### src/rtl/pll_lock_sequencer_if.sv
// Handshake bundle between the PLL lock sequencer and its environment
// (PLL control/status plus downstream clock-ready and reset outputs).
interface pll_lock_sequencer_if;
   logic       start;
   logic       pll_locked;
   logic       pll_areset;
   logic       clk_ready;
   logic       sys_rst_n;
   logic       fail;
   logic [1:0] retry_cnt;
   logic [7:0] loss_cnt;

   // Environment side: issues start, reports raw lock, observes sequencer state
   modport master (
      output start,
      output pll_locked,
      input  pll_areset,
      input  clk_ready,
      input  sys_rst_n,
      input  fail,
      input  retry_cnt,
      input  loss_cnt
   );

   // Sequencer side
   modport slave (
      input  start,
      input  pll_locked,
      output pll_areset,
      output clk_ready,
      output sys_rst_n,
      output fail,
      output retry_cnt,
      output loss_cnt
   );
endinterface

### src/rtl/pll_lock_sequencer.sv
// PLL lock sequencer: pulses the PLL reset, waits for lock, qualifies it over a
// stable window, then releases the downstream reset. Re-sequences on loss of lock
// with bounded retries. Runs on the PLL reference clock.
// Optional macro PLL_LOSS_FILTER_EN: require LOSS_FILTER consecutive unlocked
// cycles in LOCKED before declaring loss.
module pll_lock_sequencer #(
   parameter int unsigned RST_CYCLES   = 8,
   parameter int unsigned LOCK_WINDOW  = 16,
   parameter int unsigned LOCK_TIMEOUT = 4096,
   parameter int unsigned MAX_RETRY    = 3,
   parameter int unsigned LOSS_FILTER  = 4,
   parameter int unsigned CNT_W        = 16
) (
   input logic                 inclk0,
   input logic                 areset_n,
   pll_lock_sequencer_if.slave bus
);

   typedef enum logic [2:0] {
      StReset,
      StWaitLock,
      StQualify,
      StLocked,
      StFail
   } state_e;

   localparam logic [CNT_W-1:0] RstLast     = CNT_W'(RST_CYCLES - 1);
   localparam logic [CNT_W-1:0] TimeoutLast = CNT_W'(LOCK_TIMEOUT - 1);
   localparam logic [CNT_W-1:0] WindowLast  = CNT_W'(LOCK_WINDOW - 1);
   localparam logic [1:0]       MaxRetry    = 2'(MAX_RETRY);

   if (RST_CYCLES < 1 || LOCK_WINDOW < 1 || LOCK_TIMEOUT < 1 || LOSS_FILTER < 1 ||
       MAX_RETRY > 3) begin : g_bad_param
      $error("pll_lock_sequencer: illegal parameter value");
   end

   state_e           r_state;
   logic [CNT_W-1:0] r_cnt;
   logic [CNT_W-1:0] r_win;
   logic [1:0]       r_retry;
   logic [7:0]       r_loss;
   logic             r_pll_areset;
   logic             r_clk_ready;
   logic             r_sys_rst_n;
   logic             r_fail;
   logic             r_sync1;
   logic             r_sync2;

   logic w_lk;
   logic w_timeout;
   logic w_win_done;
   logic w_attempt_fail;
   logic w_loss;

   assign w_lk       = r_sync2;
   assign w_timeout  = (r_cnt == TimeoutLast);
   assign w_win_done = w_lk && (r_win == WindowLast);
   // In QUALIFY a completing window beats a simultaneous timeout
   assign w_attempt_fail = ((r_state == StWaitLock) && w_timeout) ||
                           ((r_state == StQualify) && w_timeout && !w_win_done);

`ifdef PLL_LOSS_FILTER_EN
   localparam logic [CNT_W-1:0] LfLast = CNT_W'(LOSS_FILTER - 1);
   logic [CNT_W-1:0] r_lf;

   assign w_loss = !w_lk && (r_lf == LfLast);

   // Count consecutive unlocked cycles while LOCKED; any locked cycle clears it
   always_ff @(posedge inclk0 or negedge areset_n) begin
      if (!areset_n) begin
         r_lf <= '0;
      end else if ((r_state == StLocked) && !w_lk && !bus.start) begin
         r_lf <= r_lf + CNT_W'(1);
      end else begin
         r_lf <= '0;
      end
   end
`else
   assign w_loss = !w_lk;
`endif

   // Two-flop synchroniser for the asynchronous PLL lock indication
   always_ff @(posedge inclk0 or negedge areset_n) begin
      if (!areset_n) begin
         r_sync1 <= 1'b0;
         r_sync2 <= 1'b0;
      end else begin
         r_sync1 <= bus.pll_locked;
         r_sync2 <= r_sync1;
      end
   end

   // Sequencing FSM with registered outputs
   always_ff @(posedge inclk0 or negedge areset_n) begin
      if (!areset_n) begin
         r_state      <= StReset;
         r_cnt        <= '0;
         r_win        <= '0;
         r_retry      <= '0;
         r_loss       <= '0;
         r_pll_areset <= 1'b1;
         r_clk_ready  <= 1'b0;
         r_sys_rst_n  <= 1'b0;
         r_fail       <= 1'b0;
      end else if (bus.start) begin
         r_state      <= StReset;
         r_cnt        <= '0;
         r_win        <= '0;
         r_retry      <= '0;
         r_pll_areset <= 1'b1;
         r_clk_ready  <= 1'b0;
         r_sys_rst_n  <= 1'b0;
         r_fail       <= 1'b0;
      end else if (w_attempt_fail) begin
         r_win        <= '0;
         r_pll_areset <= 1'b1;
         if (r_retry == MaxRetry) begin
            r_state <= StFail;
            r_fail  <= 1'b1;
         end else begin
            r_state <= StReset;
            r_cnt   <= '0;
            r_retry <= r_retry + 2'd1;
         end
      end else begin
         unique case (r_state)
            StReset: begin
               if (r_cnt == RstLast) begin
                  r_state      <= StWaitLock;
                  r_cnt        <= '0;
                  r_pll_areset <= 1'b0;
               end else begin
                  r_cnt <= r_cnt + CNT_W'(1);
               end
            end
            StWaitLock: begin
               r_cnt <= r_cnt + CNT_W'(1);
               if (w_lk) begin
                  r_win <= CNT_W'(1);
                  if (LOCK_WINDOW == 1) begin
                     r_state <= StLocked;
                     r_retry <= '0;
                  end else begin
                     r_state <= StQualify;
                  end
               end
            end
            StQualify: begin
               r_cnt <= r_cnt + CNT_W'(1);
               if (w_win_done) begin
                  r_state <= StLocked;
                  r_retry <= '0;
               end else if (w_lk) begin
                  r_win <= r_win + CNT_W'(1);
               end else begin
                  r_state <= StWaitLock;
                  r_win   <= '0;
               end
            end
            StLocked: begin
               if (w_loss) begin
                  r_state      <= StReset;
                  r_cnt        <= '0;
                  r_win        <= '0;
                  r_retry      <= '0;
                  r_loss       <= (r_loss == 8'hFF) ? r_loss : r_loss + 8'd1;
                  r_pll_areset <= 1'b1;
                  r_clk_ready  <= 1'b0;
                  r_sys_rst_n  <= 1'b0;
               end else begin
                  // Outputs rise one cycle after entering LOCKED
                  r_clk_ready <= 1'b1;
                  r_sys_rst_n <= 1'b1;
               end
            end
            StFail: begin
               r_pll_areset <= 1'b1;
            end
            default: begin
               r_state      <= StReset;
               r_cnt        <= '0;
               r_pll_areset <= 1'b1;
            end
         endcase
      end
   end

   assign bus.pll_areset = r_pll_areset;
   assign bus.clk_ready  = r_clk_ready;
   assign bus.sys_rst_n  = r_sys_rst_n;
   assign bus.fail       = r_fail;
   assign bus.retry_cnt  = r_retry;
   assign bus.loss_cnt   = r_loss;

endmodule

### src/flat_wrapper.sv
// flat-port wrapper written by rule: the top's interface ports become plain ports
module pll_lock_sequencer_flat 
#(
   parameter int unsigned RST_CYCLES   = 8,
   parameter int unsigned LOCK_WINDOW  = 16,
   parameter int unsigned LOCK_TIMEOUT = 4096,
   parameter int unsigned MAX_RETRY    = 3,
   parameter int unsigned LOSS_FILTER  = 4,
   parameter int unsigned CNT_W        = 16
)
  (inclk0, areset_n, bus_start, bus_pll_locked, bus_pll_areset, bus_clk_ready, bus_sys_rst_n, bus_fail, bus_retry_cnt, bus_loss_cnt);
  pll_lock_sequencer_if bus_i ();
  input logic inclk0;
  input logic areset_n;
  input wire logic [$bits(bus_i.start)-1:0] bus_start;
  input wire logic [$bits(bus_i.pll_locked)-1:0] bus_pll_locked;
  output wire logic [$bits(bus_i.pll_areset)-1:0] bus_pll_areset;
  output wire logic [$bits(bus_i.clk_ready)-1:0] bus_clk_ready;
  output wire logic [$bits(bus_i.sys_rst_n)-1:0] bus_sys_rst_n;
  output wire logic [$bits(bus_i.fail)-1:0] bus_fail;
  output wire logic [$bits(bus_i.retry_cnt)-1:0] bus_retry_cnt;
  output wire logic [$bits(bus_i.loss_cnt)-1:0] bus_loss_cnt;
  assign bus_i.start = bus_start;
  assign bus_i.pll_locked = bus_pll_locked;
  assign bus_pll_areset = bus_i.pll_areset;
  assign bus_clk_ready = bus_i.clk_ready;
  assign bus_sys_rst_n = bus_i.sys_rst_n;
  assign bus_fail = bus_i.fail;
  assign bus_retry_cnt = bus_i.retry_cnt;
  assign bus_loss_cnt = bus_i.loss_cnt;
  pll_lock_sequencer #(.RST_CYCLES(RST_CYCLES), .LOCK_WINDOW(LOCK_WINDOW), .LOCK_TIMEOUT(LOCK_TIMEOUT), .MAX_RETRY(MAX_RETRY), .LOSS_FILTER(LOSS_FILTER), .CNT_W(CNT_W)) u_core (.inclk0(inclk0), .areset_n(areset_n), .bus(bus_i));
endmodule
### config.mk
export PLATFORM = sky130hd
export DESIGN_NAME = pll_lock_sequencer_flat
export DESIGN_NICKNAME = d
export VERILOG_FILES = /design/src/rtl/pll_lock_sequencer_if.sv /design/src/rtl/pll_lock_sequencer.sv /design/src/flat_wrapper.sv
export SDC_FILE = /design/constraint.sdc
export NUM_CORES = 1
export LEC_CHECK = 0
export ABC_AREA = 0
export BUFFER_PORTS_ARGS = -buffer_cell sky130_fd_sc_hd__buf_2
export CORE_MARGIN = 2
export CORE_UTILIZATION = 55
export DETAILED_ROUTE_END_ITERATION = 8
export GPL_TIMING_DRIVEN = 0
export PLACE_DENSITY = 0.74
export SLEW_MARGIN = 5
export SYNTH_ARGS = -nofsm -noshare
export SYNTH_HDL_FRONTEND = slang
export SYNTH_SLANG_ARGS = --single-unit
### constraint.sdc
create_clock -name inclk0 -period 3.55 [get_ports inclk0]
set_input_delay 0.71 -clock inclk0 [delete_from_list [all_inputs] [get_ports inclk0]]
set_output_delay 0.71 -clock inclk0 [all_outputs]
set_load 0.005 [all_outputs]
======== Word-level counts from Yosys, hierarchy flattened ========
Index checks and enable logic that the tools add are counted.
operators by class
  multiplexer cells ....................... 39
  add/sub/neg operators ................... 4
  bitwise logic cells ..................... 4
  equal/unequal tests ..................... 19
  reductions and logical operators ........ 21
operator list
  kind                     count
  $mux W16                 10
  $pmux W16 S4             1
  $pmux W16 S3             1
  $add A16 B1 Y16 const B  2
  $mux W3                  8
  $eq A16 B12 Y1 const B   1
  $eq A16 B3 Y1 const B    1
  $eq A16 B4 Y1 const B    1
  $pmux W3 S5              1
  $ne A4 B2 Y1 const B     3
  $mux W1                  11
  $mux W2                  5
  $reduce_and A5 Y1        2
  $add A8 B1 Y8 const B    1
  $eq A8 B8 Y1 const B     1
  $ne A4 B4 Y1 const B     2
  $reduce_and A4 Y1        2
  $eq A3 B2 Y1 const B     2
  $reduce_and A3 Y1        2
  $reduce_bool A2 Y1       3
  $ne A5 B5 Y1 const B     1
  $reduce_bool A5 Y1       1
  $logic_and A1 B1 Y1      4
  $not A1 Y1               4
  other kinds (16)         17
storage, ports and cells
  output and inout port bits .............. 14
  register bits ........................... 50
  bits of input ports ..................... 4
  word-level logic and storage cells ...... 97

======== Longest topological paths before layout ========
Gate-level depths: netlist (run 1).
  depth after elaboration ................. 7
  depth in mapped cells ................... 9
  mapped depth without buffers ............ 7

======== Least setup slack after synthesis (run 1) ========
Ideal clock, no wire load.
  path kind ............................... register to register
  start point ............................. register u_core.r_cnt[13]
  end point ............................... register u_core.r_cnt[5]
  arrival ................................. 2.319 ns
  setup time .............................. 0.126 ns
  buffers on the path ..................... 1
  path slack .............................. 1.105 ns
  data required time ...................... 3.424 ns
  stages on the path, launching flop included .. 7
  clock period less this slack ............ 2.445 ns
  path through ............................ dfrtp_1 or4_4 or4_4 a211oi_4 nor3_2 buf_4 a221o_1
between the ends
  word-level cells in the longest chain between the ends .. 6
RTL lines
  item                                                                   line                       source
  from (decl)                                                            pll_lock_sequencer.sv:38   logic [CNT_W-1:0] r_cnt;
  from (signal assigned)                                                 pll_lock_sequencer.sv:133  r_cnt <= r_cnt + CNT_W'(1);
  from (signal assigned)                                                 pll_lock_sequencer.sv:137  r_cnt <= r_cnt + CNT_W'(1);
  from (signal assigned)                                                 pll_lock_sequencer.sv:149  r_cnt <= r_cnt + CNT_W'(1);
  $eq A16 B12 Y1                                                         pll_lock_sequencer.sv:56   assign w_timeout = (r_cnt == TimeoutLast);
  $logic_and A1 B1 Y1 (2 in series)                                      pll_lock_sequencer.sv:60   ((r_state == StQualify) && w_timeout && !w_win_done);
  $logic_or A1 B1 Y1                                                     pll_lock_sequencer.sv:59   assign w_attempt_fail = ((r_state == StWaitLock) && w_timeout) ||
  $ne A4 B4 Y1 (no source line) (tied with other cells)                  -
  $reduce_and A3 Y1 (no source line) / $mux W16 (equally long branches)  -
Several ways; a longest one is shown, not always the timed one.
A chain may end at the register's enable or synchronous reset.

======== Final worst setup path (run 1) ========
  start point ............................. register u_core.r_win[0]
  end point ............................... register u_core.r_cnt[6]
between the ends
  word-level cells in the longest chain between the ends .. 7
RTL lines
  item                                                                   line                       source
  from (decl)                                                            pll_lock_sequencer.sv:39   logic [CNT_W-1:0] r_win;
  from (signal assigned)                                                 pll_lock_sequencer.sv:154  r_win <= r_win + CNT_W'(1);
  $eq A16 B4 Y1 (*)                                                      pll_lock_sequencer.sv:57   assign w_win_done = w_lk && (r_win == WindowLast);
  $logic_and A1 B1 Y1 (*)                                                pll_lock_sequencer.sv:57
  $logic_not A1 Y1 (*)                                                   pll_lock_sequencer.sv:60
  $logic_and A1 B1 Y1 (*)                                                pll_lock_sequencer.sv:60
  $logic_or A1 B1 Y1 (*)                                                 pll_lock_sequencer.sv:59
  $ne A4 B4 Y1 (no source line) (tied with other cells)                  -
  $reduce_and A3 Y1 (no source line) / $mux W16 (equally long branches)  -
Every way passes the cells marked *; elsewhere a longest branch is shown, timed or not.

==> results of run 1 <==
-- cell type report --
class | instances | share of cell area (%)
buffer | 19 | 2.88
clock buffer | 8 | 2.53
inverter | 9 | 1.07
multi-input combinational | 248 | 48.6
sequential | 50 | 39.5
tap | 70 | 2.76
timing repair buffer | 17 | 2.68
-- path summary, 6_finish.rpt --
kind,slack [ns],from,depth (start not counted),to
max in group asynchronous,2.26,areset_n,1,u_core.r_win[12]
worst max-delay path,0.71,u_core.r_win[0],8,u_core.r_cnt[6]
min in group asynchronous,0.62,areset_n,1,u_core.bus.loss_cnt[3]
worst min register to register,0.37,u_core.r_sync1,0,u_core.r_sync2
worst min-delay path,0.37,u_core.r_sync1,0,u_core.r_sync2
worst max register to register,0.71,u_core.r_win[0],8,u_core.r_cnt[6]
-- registers in the layout (all words and copies together) (netlist names) --
register / count
u_core.r_cnt: 16
u_core.r_win: 16
u_core.bus.loss_cnt: 8
u_core.r_state: 3
u_core.bus.retry_cnt: 2
u_core.bus.clk_ready: 1
u_core.bus.fail: 1
u_core.bus.pll_areset: 1
u_core.r_sync1: 1
u_core.r_sync2: 1
-- metrics by stage --
stage	instance area [um^2]	total power, W
floorplan	2920	0.000737
global placement	3090	0.000790
detailed placement	3090	0.000795
CTS	3170	0.00111
global route	3170	0.00116
finish	3170	0.00110
-- per-layer routing --
metal	share of wire, %	wire, um	vias up
met5	0	0	-
met4	0.83	53	0
met3	3.7	236	7
met2	49	3120	52
met1	47	3000	1208
li1	-	-	1266
-- synthesized netlist by cell type (9+ instances only) --
library cell	instances	area, um^2
sky130_fd_sc_hd__o21ai_0	23	115
sky130_fd_sc_hd__nand3_1	23	115
sky130_fd_sc_hd__nor2_1	27	101
sky130_fd_sc_hd__nor3_1	14	70.1
sky130_fd_sc_hd__inv_1	9	33.8
sky130_fd_sc_hd__dfrtp_1	49	1230
sky130_fd_sc_hd__clkbuf_1	12	45.0
sky130_fd_sc_hd__a21oi_1	13	65.1
sky130_fd_sc_hd__and3_1	9	56.3
sky130_fd_sc_hd__nand2_1	25	93.8
sky130_fd_sc_hd__nand4_1	16	100
-- power groups by stage --
stage / Sequential, W / Clock [W] / Combinational [W]
after detailed placement: 0.000639 / 0 / 0.000157
after floorplan: 0.000635 / 0 / 0.000101
after global placement: 0.000637 / 0 / 0.000152
final: 0.000628 / 0.000321 / 0.000156
after global routing: 0.000633 / 0.000349 / 0.000179
after CTS: 0.000627 / 0.000323 / 0.000158
-- cells in the final DEF (no fill, tap or decap), types with 5 or more instances in the layout --
cell / n
sky130_fd_sc_hd__a21oi_1: 13
sky130_fd_sc_hd__and3_1: 9
sky130_fd_sc_hd__and4_1: 6
sky130_fd_sc_hd__buf_2: 21
sky130_fd_sc_hd__clkbuf_1: 15
sky130_fd_sc_hd__clkbuf_8: 5
sky130_fd_sc_hd__dfrtp_1: 49
sky130_fd_sc_hd__inv_1: 9
sky130_fd_sc_hd__mux2i_1: 5
sky130_fd_sc_hd__nand2_1: 25
sky130_fd_sc_hd__nand2b_1: 8
sky130_fd_sc_hd__nand3_1: 23
sky130_fd_sc_hd__nand4_1: 16
sky130_fd_sc_hd__nor2_1: 27
sky130_fd_sc_hd__nor3_1: 14
sky130_fd_sc_hd__nor3b_1: 5
sky130_fd_sc_hd__nor4_1: 8
sky130_fd_sc_hd__o21ai_0: 23
sky130_fd_sc_hd__o311ai_0: 5
sky130_fd_sc_hd__o31ai_1: 7
sky130_fd_sc_hd__xnor2_1: 5
-- logic make-up after synthesis --
family                     Yosys count  synth area share (%)
buffers and inverters               28                  4.29
AOI/OAI and AO/OA                   76                  17.6
DFF                                 50                  42.9
xor gates and xnor gates             8                  2.40
muxes                                7                  2.49
adders and majority gates            4                  1.72
and+or+nand+nor                    153                  28.6
==> results.sh, run 1 <==
export IMPL_run_status="finished clean"
export IMPL_final_min_period_ns=2.84
export IMPL_grt_met1_usage_pct=31.0
export IMPL_cts_repair_resized=0
export IMPL_antenna_cells=0
export IMPL_clock_skew_after_layout_ns=0.00748
export IMPL_cp_buffers_inverters=1
export IMPL_cts_reportedPaths_clkPinSlew_ns=0.09
export IMPL_core_area_um2=5110
export IMPL_dr_first_iter_drc_count=204
export IMPL_ys_warn_count=0
export IMPL_nFillCells=447
export IMPL_syn_cell_area_um2=2920
export IMPL_synth_yosys_seq_area_share_pct=42.9
export IMPL_global_route_peak_usage_layer="met2"
export IMPL_detail_route_drc_violations=0
export IMPL_nets_in_the_synthesized_netlist=334
export IMPL_pwr_share_clk_pct=29.1
export IMPL_vias_per_cell=6.02
export IMPL_min_delay_path_class="register to register"
export IMPL_power_density_nw_per_um2=348
export IMPL_cts_num_sinks=50
export IMPL_nNetsFinal=358
export IMPL_grt_use_met2_pct=40.4
export IMPL_synthFlopType="sky130_fd_sc_hd__dfrtp_1"
export IMPL_first_global_vias=2426
export IMPL_leakage_nw=1.32
export IMPL_postRouteAntennaNets=0
export IMPL_initial_utilization_pct=57.1
export IMPL_ir_worst_vdd_mv=0.197
export IMPL_setup_worst_path_start_class="register"
export IMPL_cell_type_group_with_the_largest_total_delay_on_the_critical_path="compound AO/OA/AOI/OAI gates"
export IMPL_netlist_instances=326
export IMPL_cp_slowest_cell="sky130_fd_sc_hd__o311ai_0"
export IMPL_maximum_buffer_depth_of_the_clock_tree=2
export IMPL_clock_tree_from_tritoncts="done"
export IMPL_critPathMaxFanout=10
export IMPL_cp_slowest_stage_delay_ns=0.63
export IMPL_synthesized_area_per_cell_um2=8.95
export IMPL_wire_length_of_the_first_global_routing_pass_um=11300
export IMPL_p_seq_share_pct=56.8
export IMPL_placement_rows=26
export IMPL_layout_cells_non_filler=421
export IMPL_gp_congestion=0.908
export IMPL_setup_viol=0
export IMPL_placed_cells_incl_taps=413
export IMPL_placement_setup_worst_slack_ns=0.762
export IMPL_switching_share_pct=27.4
export IMPL_number_of_enable_flip_flop_cells_after_synthesis=0
export IMPL_gr_usage_all_layers_pct=23.4
export IMPL_avgRoutedWirePerCell_um=15.2
export IMPL_port_buffers=17
export IMPL_timing_setup_critical_path_class="register to register"
export IMPL_rsz0062_at_grt="false"
export IMPL_chipWidth_um=76.8
export IMPL_setup_tns_final_ns=0
export IMPL_final_core_utilization_pct=62.1
export IMPL_dr_pass1_iters=4
export IMPL_clockRootBuffer="sky130_fd_sc_hd__clkbuf_8"
export IMPL_max_freq_ghz=0.352
export IMPL_worst_endpoint_required_ns=3.73
export IMPL_detailed_placement_wirelength_estimate_um=4490
export IMPL_proportion_of_register_bits_with_asynchronous_set_or_reset_after_synthesis_pct=100
export IMPL_pin_count_of_the_biggest_net_entering_global_routing=51
export IMPL_worstPathArrival_ns=3.02
export IMPL_max_cap_violations=0
export IMPL_ios=18
export IMPL_cts_inserted_buffers=5
export IMPL_insertion_delay_ns=0.30
export IMPL_min_period_over_period_pct=79.9
export IMPL_layout_area_overhead_vs_synth_pct=8.66
export IMPL_regArea_um2=1250
export IMPL_die_height_um=76.8
export IMPL_tightestPinTransition_ns=1.11
export IMPL_p_int_w=0.000802
export IMPL_flops_latches_synth=50
export IMPL_number_of_antenna_violations_at_the_first_check_in_global_routing=0
export IMPL_power_share_combinational_pct=14.1
export IMPL_grt_overflow_total=0
export IMPL_critical_path_cell_chain="ha_1 -> and3_1 -> nand3_1 -> o311ai_0 -> o21ai_1 -> buf_2 -> a21oi_1 -> mux2i_1"
export IMPL_end_kind="register"
export IMPL_final_hold_viols=0
export IMPL_final_setup_worst_slack_ns=0.712
export IMPL_layout_cell_share_with_drive_strength_beyond_1_pct=12.0
export IMPL_clock_tree_htree_level_count=2
export IMPL_switching_power_w=0.000302
export IMPL_final_max_slew_violation_count=0
export IMPL_yosysUniqueCellTypes=51
export IMPL_slew_headroom_pct=25.8
export IMPL_wirelength_um=6410
export IMPL_vias=2533
export IMPL_global_route_usage_met3_pct=3.65
export IMPL_cts_hold_repair_buffers=0
export IMPL_die_area_um2=5900
export IMPL_final_hold_slack_ns=0.366
export IMPL_multiInputGateArea_um2=1540
export IMPL_buffer_count_from_post_cts_setup_fixing=0
Note: power is estimated with default switching activity, not from simulation.
==> run 2: changes to the inputs <==
==> constraint.sdc (replaced) <==
create_clock -name inclk0 -period 2.8 [get_ports inclk0]
set_input_delay 0.56 -clock inclk0 [delete_from_list [all_inputs] [get_ports inclk0]]
set_output_delay 0.56 -clock inclk0 [all_outputs]
set_load 0.005 [all_outputs]
==> results.sh, run 2 (same netlist as run 1, synthesis figures left out) <==
export IMPL_run_status="finished clean"
export IMPL_cell_type_group_with_the_largest_total_delay_on_the_critical_path="simple AND/OR/NAND/NOR gates"
export IMPL_postRouteAntennaNets=0
export IMPL_final_hold_viols=0
export IMPL_end_kind="register"
export IMPL_cts_hold_repair_buffers=0
export IMPL_initial_utilization_pct=57.1
export IMPL_cp_slowest_stage_delay_ns=0.58
export IMPL_layout_cells_non_filler=421
export IMPL_gr_usage_all_layers_pct=23.4
export IMPL_tightestPinTransition_ns=1.11
export IMPL_dr_first_iter_drc_count=235
export IMPL_cts_reportedPaths_clkPinSlew_ns=0.09
export IMPL_critPathMaxFanout=10
export IMPL_vias_per_cell=6.06
export IMPL_clock_tree_htree_level_count=2
export IMPL_layout_cell_share_with_drive_strength_beyond_1_pct=12.8
export IMPL_power_density_nw_per_um2=441
export IMPL_clock_skew_after_layout_ns=0.00622
export IMPL_cp_buffers_inverters=1
export IMPL_max_freq_ghz=0.373
export IMPL_vias=2550
export IMPL_first_global_vias=2426
export IMPL_final_max_slew_violation_count=0
export IMPL_setup_worst_path_start_class="register"
export IMPL_final_min_period_ns=2.68
export IMPL_cp_common_cell="sky130_fd_sc_hd__or4_4"
export IMPL_ios=18
export IMPL_avgRoutedWirePerCell_um=15.4
export IMPL_cts_inserted_buffers=5
export IMPL_chipWidth_um=76.8
export IMPL_setup_viol=0
export IMPL_die_height_um=76.8
export IMPL_detail_route_drc_violations=0
export IMPL_insertion_delay_ns=0.30
export IMPL_multiInputGateArea_um2=1540
export IMPL_nFillCells=450
export IMPL_critical_path_cell_chain="or4_4 -> or4_4 -> a211oi_4 -> nor3_2 -> buf_4 -> a221o_1"
export IMPL_clock_tree_from_tritoncts="done"
export IMPL_worst_endpoint_required_ns=2.99
export IMPL_cp_slowest_cell="sky130_fd_sc_hd__or4_4"
export IMPL_gp_congestion=0.908
export IMPL_setup_tns_final_ns=0
export IMPL_pin_count_of_the_biggest_net_entering_global_routing=51
export IMPL_timing_setup_critical_path_class="register to register"
export IMPL_min_delay_path_class="input pin to register"
export IMPL_layout_commonest_cell="sky130_fd_sc_hd__dfrtp_1"
export IMPL_slew_headroom_pct=26.1
export IMPL_port_buffers=17
export IMPL_placement_setup_worst_slack_ns=0.0123
export IMPL_layout_area_overhead_vs_synth_pct=8.88
export IMPL_maximum_buffer_depth_of_the_clock_tree=2
export IMPL_final_setup_worst_slack_ns=0.121
export IMPL_dr_pass1_iters=4
export IMPL_detailed_placement_wirelength_estimate_um=4490
export IMPL_clockRootBuffer="sky130_fd_sc_hd__clkbuf_8"
export IMPL_placement_rows=26
export IMPL_buffer_count_from_post_cts_setup_fixing=0
export IMPL_placed_cells_incl_taps=413
export IMPL_grt_overflow_total=0
export IMPL_wire_length_of_the_first_global_routing_pass_um=11300
export IMPL_core_area_um2=5110
export IMPL_leakage_nw=1.31
export IMPL_cts_repair_resized=1
export IMPL_ir_worst_vdd_mv=0.249
export IMPL_die_area_um2=5900
export IMPL_min_period_over_period_pct=95.7
export IMPL_number_of_antenna_violations_at_the_first_check_in_global_routing=0
export IMPL_nNetsFinal=358
export IMPL_leading_cell_types_in_the_layout_fill_and_taps_excluded="sky130_fd_sc_hd__dfrtp_1 (47), sky130_fd_sc_hd__nor2_1 (27), sky130_fd_sc_hd__nand2_1 (25), sky130_fd_sc_hd__nand3_1 (23), sky130_fd_sc_hd__o21ai_0 (22)"
export IMPL_regArea_um2=1250
export IMPL_wirelength_um=6490
export IMPL_antenna_cells=0
export IMPL_cts_num_sinks=50
export IMPL_worstPathArrival_ns=2.86
export IMPL_max_cap_violations=0
## run 2: cell counts in the layout (fill, tap and decap cells not counted)
No cell type changed its count.
## run 2: layer usage
metal  track usage, %  wire, um
met5                0         0
met2             40.4      3150
met3             3.65       223
met4             5.27        57
met1             31.0      3060
## run 2: area by class of cell
cell class / instances / area share [%]
well taps: 70 / 2.76
multi-input cells: 248 / 48.6
flip-flops and latches: 50 / 39.5
clock buffers: 8 / 2.52
inverters: 9 / 1.06
repair buffers: 17 / 2.68
plain buffers: 19 / 2.88
## run 2: worst paths after layout
| check | start | end | slack, ns | cells past startpoint |
|---|---|---|---|---|
| setup / recovery | u_core.r_cnt[13] | u_core.r_cnt[14] | 0.12 | 6 |
| hold / removal | bus_pll_locked | u_core.r_sync1 | 0.36 | 1 |
| setup reg to reg | u_core.r_cnt[13] | u_core.r_cnt[14] | 0.12 | 6 |
| hold reg to reg | u_core.r_sync1 | u_core.r_sync2 | 0.36 | 0 |
| max in group asynchronous | areset_n | u_core.r_cnt[13] | 1.58 | 1 |
| min in group asynchronous | areset_n | u_core.bus.loss_cnt[7] | 0.47 | 1 |
## run 2: report_power, final
part | total [W] | leakage, nW | internal (W) | switching [W]
clock | 0.000408 | 0.0395 | 0.000178 | 0.000230
combinational | 0.000198 | 0.596 | 0.0000799 | 0.000118
sequential | 0.000796 | 0.679 | 0.000759 | 0.0000364
## run 2: per-stage QoR
step	hold WS (ns)	area [um^2]	power (W)	util [%]
final	0.357	3180	0.00140	62.2
after global routing	0.352	3180	0.00147	62.2
after CTS	0.359	3170	0.00141	62.1
after detailed placement	0.345	3090	0.00101	60.5
after global placement	0.334	3090	0.00100	60.5
after floorplan	0.264	2920	0.000934	-
==> run 3: changes to the inputs <==
--- a/config.mk
+++ b/config.mk
@@ -12,6 +12,7 @@
 export DETAILED_ROUTE_END_ITERATION = 8
 export GPL_TIMING_DRIVEN = 0
 export PLACE_DENSITY = 0.74
+export REMOVE_ABC_BUFFERS = 1
 export SLEW_MARGIN = 5
 export SYNTH_ARGS = -nofsm -noshare
 export SYNTH_HDL_FRONTEND = slang
==> results.sh, run 3 (same netlist as run 1, synthesis figures left out) <==
export IMPL_layout_cell_share_with_drive_strength_beyond_1_pct=13.8
export IMPL_final_hold_slack_ns=0.350
export IMPL_final_hold_viols=0
export IMPL_placement_rows=26
export IMPL_maximum_buffer_depth_of_the_clock_tree=2
export IMPL_r2r_cells=6
export IMPL_worstPathArrival_ns=2.89
export IMPL_pin_count_of_the_biggest_net_entering_global_routing=51
export IMPL_worst_case_register_to_register_setup_slack_ns=0.11
export IMPL_dr_first_iter_drc_count=175
export IMPL_postRouteAntennaNets=0
export IMPL_worst_endpoint_required_ns=3.00
export IMPL_max_freq_ghz=0.372
export IMPL_worstReg2RegEnd="u_core.r_win[12]"
export IMPL_clock_tree_from_tritoncts="done"
export IMPL_chipWidth_um=76.8
export IMPL_first_global_vias=2282
export IMPL_layout_area_overhead_vs_synth_pct=8.92
export IMPL_antenna_cells=0
export IMPL_final_core_utilization_pct=62.2
export IMPL_die_height_um=76.8
export IMPL_rsz0062_at_grt="false"
export IMPL_cts_reportedPaths_clkPinSlew_ns=0.10
export IMPL_max_cap_violations=0
export IMPL_crit_path_start="u_core.r_cnt[12]"
export IMPL_ir_worst_vdd_mv=0.270
export IMPL_gr_usage_all_layers_pct=22.7
export IMPL_power_density_nw_per_um2=479
export IMPL_layout_commonest_cell="sky130_fd_sc_hd__dfrtp_1"
export IMPL_initial_utilization_pct=57.1
export IMPL_vias_per_cell=6.31
export IMPL_cts_inserted_buffers=5
export IMPL_finalInstanceArea_um2=3180
export IMPL_critPathMaxFanout=20
export IMPL_dr_pass1_iters=5
export IMPL_cts_num_sinks=50
export IMPL_number_of_antenna_violations_at_the_first_check_in_global_routing=0
export IMPL_tightestPinTransition_ns=1.13
export IMPL_final_max_slew_violation_count=0
export IMPL_final_min_period_ns=2.69
export IMPL_min_period_over_period_pct=96.0
export IMPL_end_kind="register"
export IMPL_nNetsFinal=342
export IMPL_detailed_placement_wirelength_estimate_um=4300
export IMPL_wirelength_um=6510
export IMPL_leading_cell_types_in_the_layout_fill_and_taps_excluded="sky130_fd_sc_hd__dfrtp_1 (49), sky130_fd_sc_hd__nor2_1 (26), sky130_fd_sc_hd__nand2_1 (25), sky130_fd_sc_hd__nand3_1 (23), sky130_fd_sc_hd__o21ai_0 (23)"
export IMPL_leakage_nw=1.31
export IMPL_dpl_instance_area_um2=3000
export IMPL_timing_setup_critical_path_class="register to register"
export IMPL_timing_rr_start="u_core.r_cnt[12]"
export IMPL_insertion_delay_ns=0.31
export IMPL_avgRoutedWirePerCell_um=16.1
export IMPL_gp_congestion=0.821
export IMPL_grt_overflow_total=0
export IMPL_ios=18
export IMPL_min_delay_path_class="input pin to register"
export IMPL_die_area_um2=5900
export IMPL_core_area_um2=5110
export IMPL_wire_length_of_the_first_global_routing_pass_um=11100
export IMPL_detail_route_drc_violations=0
export IMPL_run_status="finished clean"
export IMPL_clock_skew_after_layout_ns=0.0112
export IMPL_crit_end="u_core.r_win[12]"
export IMPL_vias=2548
export IMPL_clockRootBuffer="sky130_fd_sc_hd__clkbuf_8"
export IMPL_setup_viol=0
export IMPL_clock_tree_htree_level_count=2
export IMPL_port_buffers=17
export IMPL_slew_headroom_pct=24.9
export IMPL_setup_worst_path_start_class="register"
-- run 3: worst min-delay path by stage --
stage                    from                    to  slack, ns  cells after the start
3_5_place_dp   u_core.r_sync1        u_core.r_sync2       0.35                      0
2_1_floorplan        areset_n  u_core.bus.clk_ready       0.26                      0
5_1_grt        bus_pll_locked        u_core.r_sync1       0.35                      1
6_report       bus_pll_locked        u_core.r_sync1       0.35                      1
3_3_place_gp   u_core.r_sync1        u_core.r_sync2       0.33                      0
4_1_cts        bus_pll_locked        u_core.r_sync1       0.35                      1
-- run 3: cell type report --
class / count / area, um^2
clock buffers: 6 / 82.6
flip-flops and latches: 50 / 1250
inverters: 9 / 33.8
well taps: 70 / 87.6
clock inverters: 1 / 30.0
fillers: 461 / 1930
multi-input cells: 249 / 1590
repair buffers: 19 / 100
-- run 3: through the flow --
step	total power, W	TNS (ns)	worst slack, ns	instances
CTS	0.00153	0	0.0331	402
floorplan	0.000922	0	0.185	307
global placement	0.000989	-4.13	-0.384	394
global route	0.00159	0	0.0203	404
finish	0.00152	0	0.113	404
detailed placement	0.00100	-4.69	-0.442	394
-- run 3: critical path, cell delays in order (launching register included) --
cell and delay, ns:
sky130_fd_sc_hd__dfrtp_1 0.47, sky130_fd_sc_hd__or4_4 0.56, sky130_fd_sc_hd__or4_4 0.58, sky130_fd_sc_hd__a21oi_2 0.21, sky130_fd_sc_hd__o21ai_4 0.18, sky130_fd_sc_hd__nand2b_4 0.26, sky130_fd_sc_hd__o41ai_2 0.32
-- run 3: routing by layer --
metal	part of all wire [%]	GRT usage [%]	up-vias
met3	3.3	3.18	6
met5	0	0	-
met1	46	32.3	1271
li1	-	-	1239
met2	50	36.3	32
met4	0.72	6.55	0
-- run 3: power breakdown --
group | internal (W) | switching (W) | total (W) | leakage [nW]
logic | 0.0000786 | 0.000108 | 0.000187 | 0.567
registers | 0.000759 | 0.0000550 | 0.000814 | 0.682
clock network | 0.000286 | 0.000236 | 0.000522 | 0.0573
-- run 3: timing repair --
action                                  in CTS  in global routing
pin swaps                                    1                  1
cloned                                       1                  0
buffers inserted                             0                  2
endpoints found under the setup margin      32                 18
hold buffers                                 0                  0
gates resized for setup                      4                  6
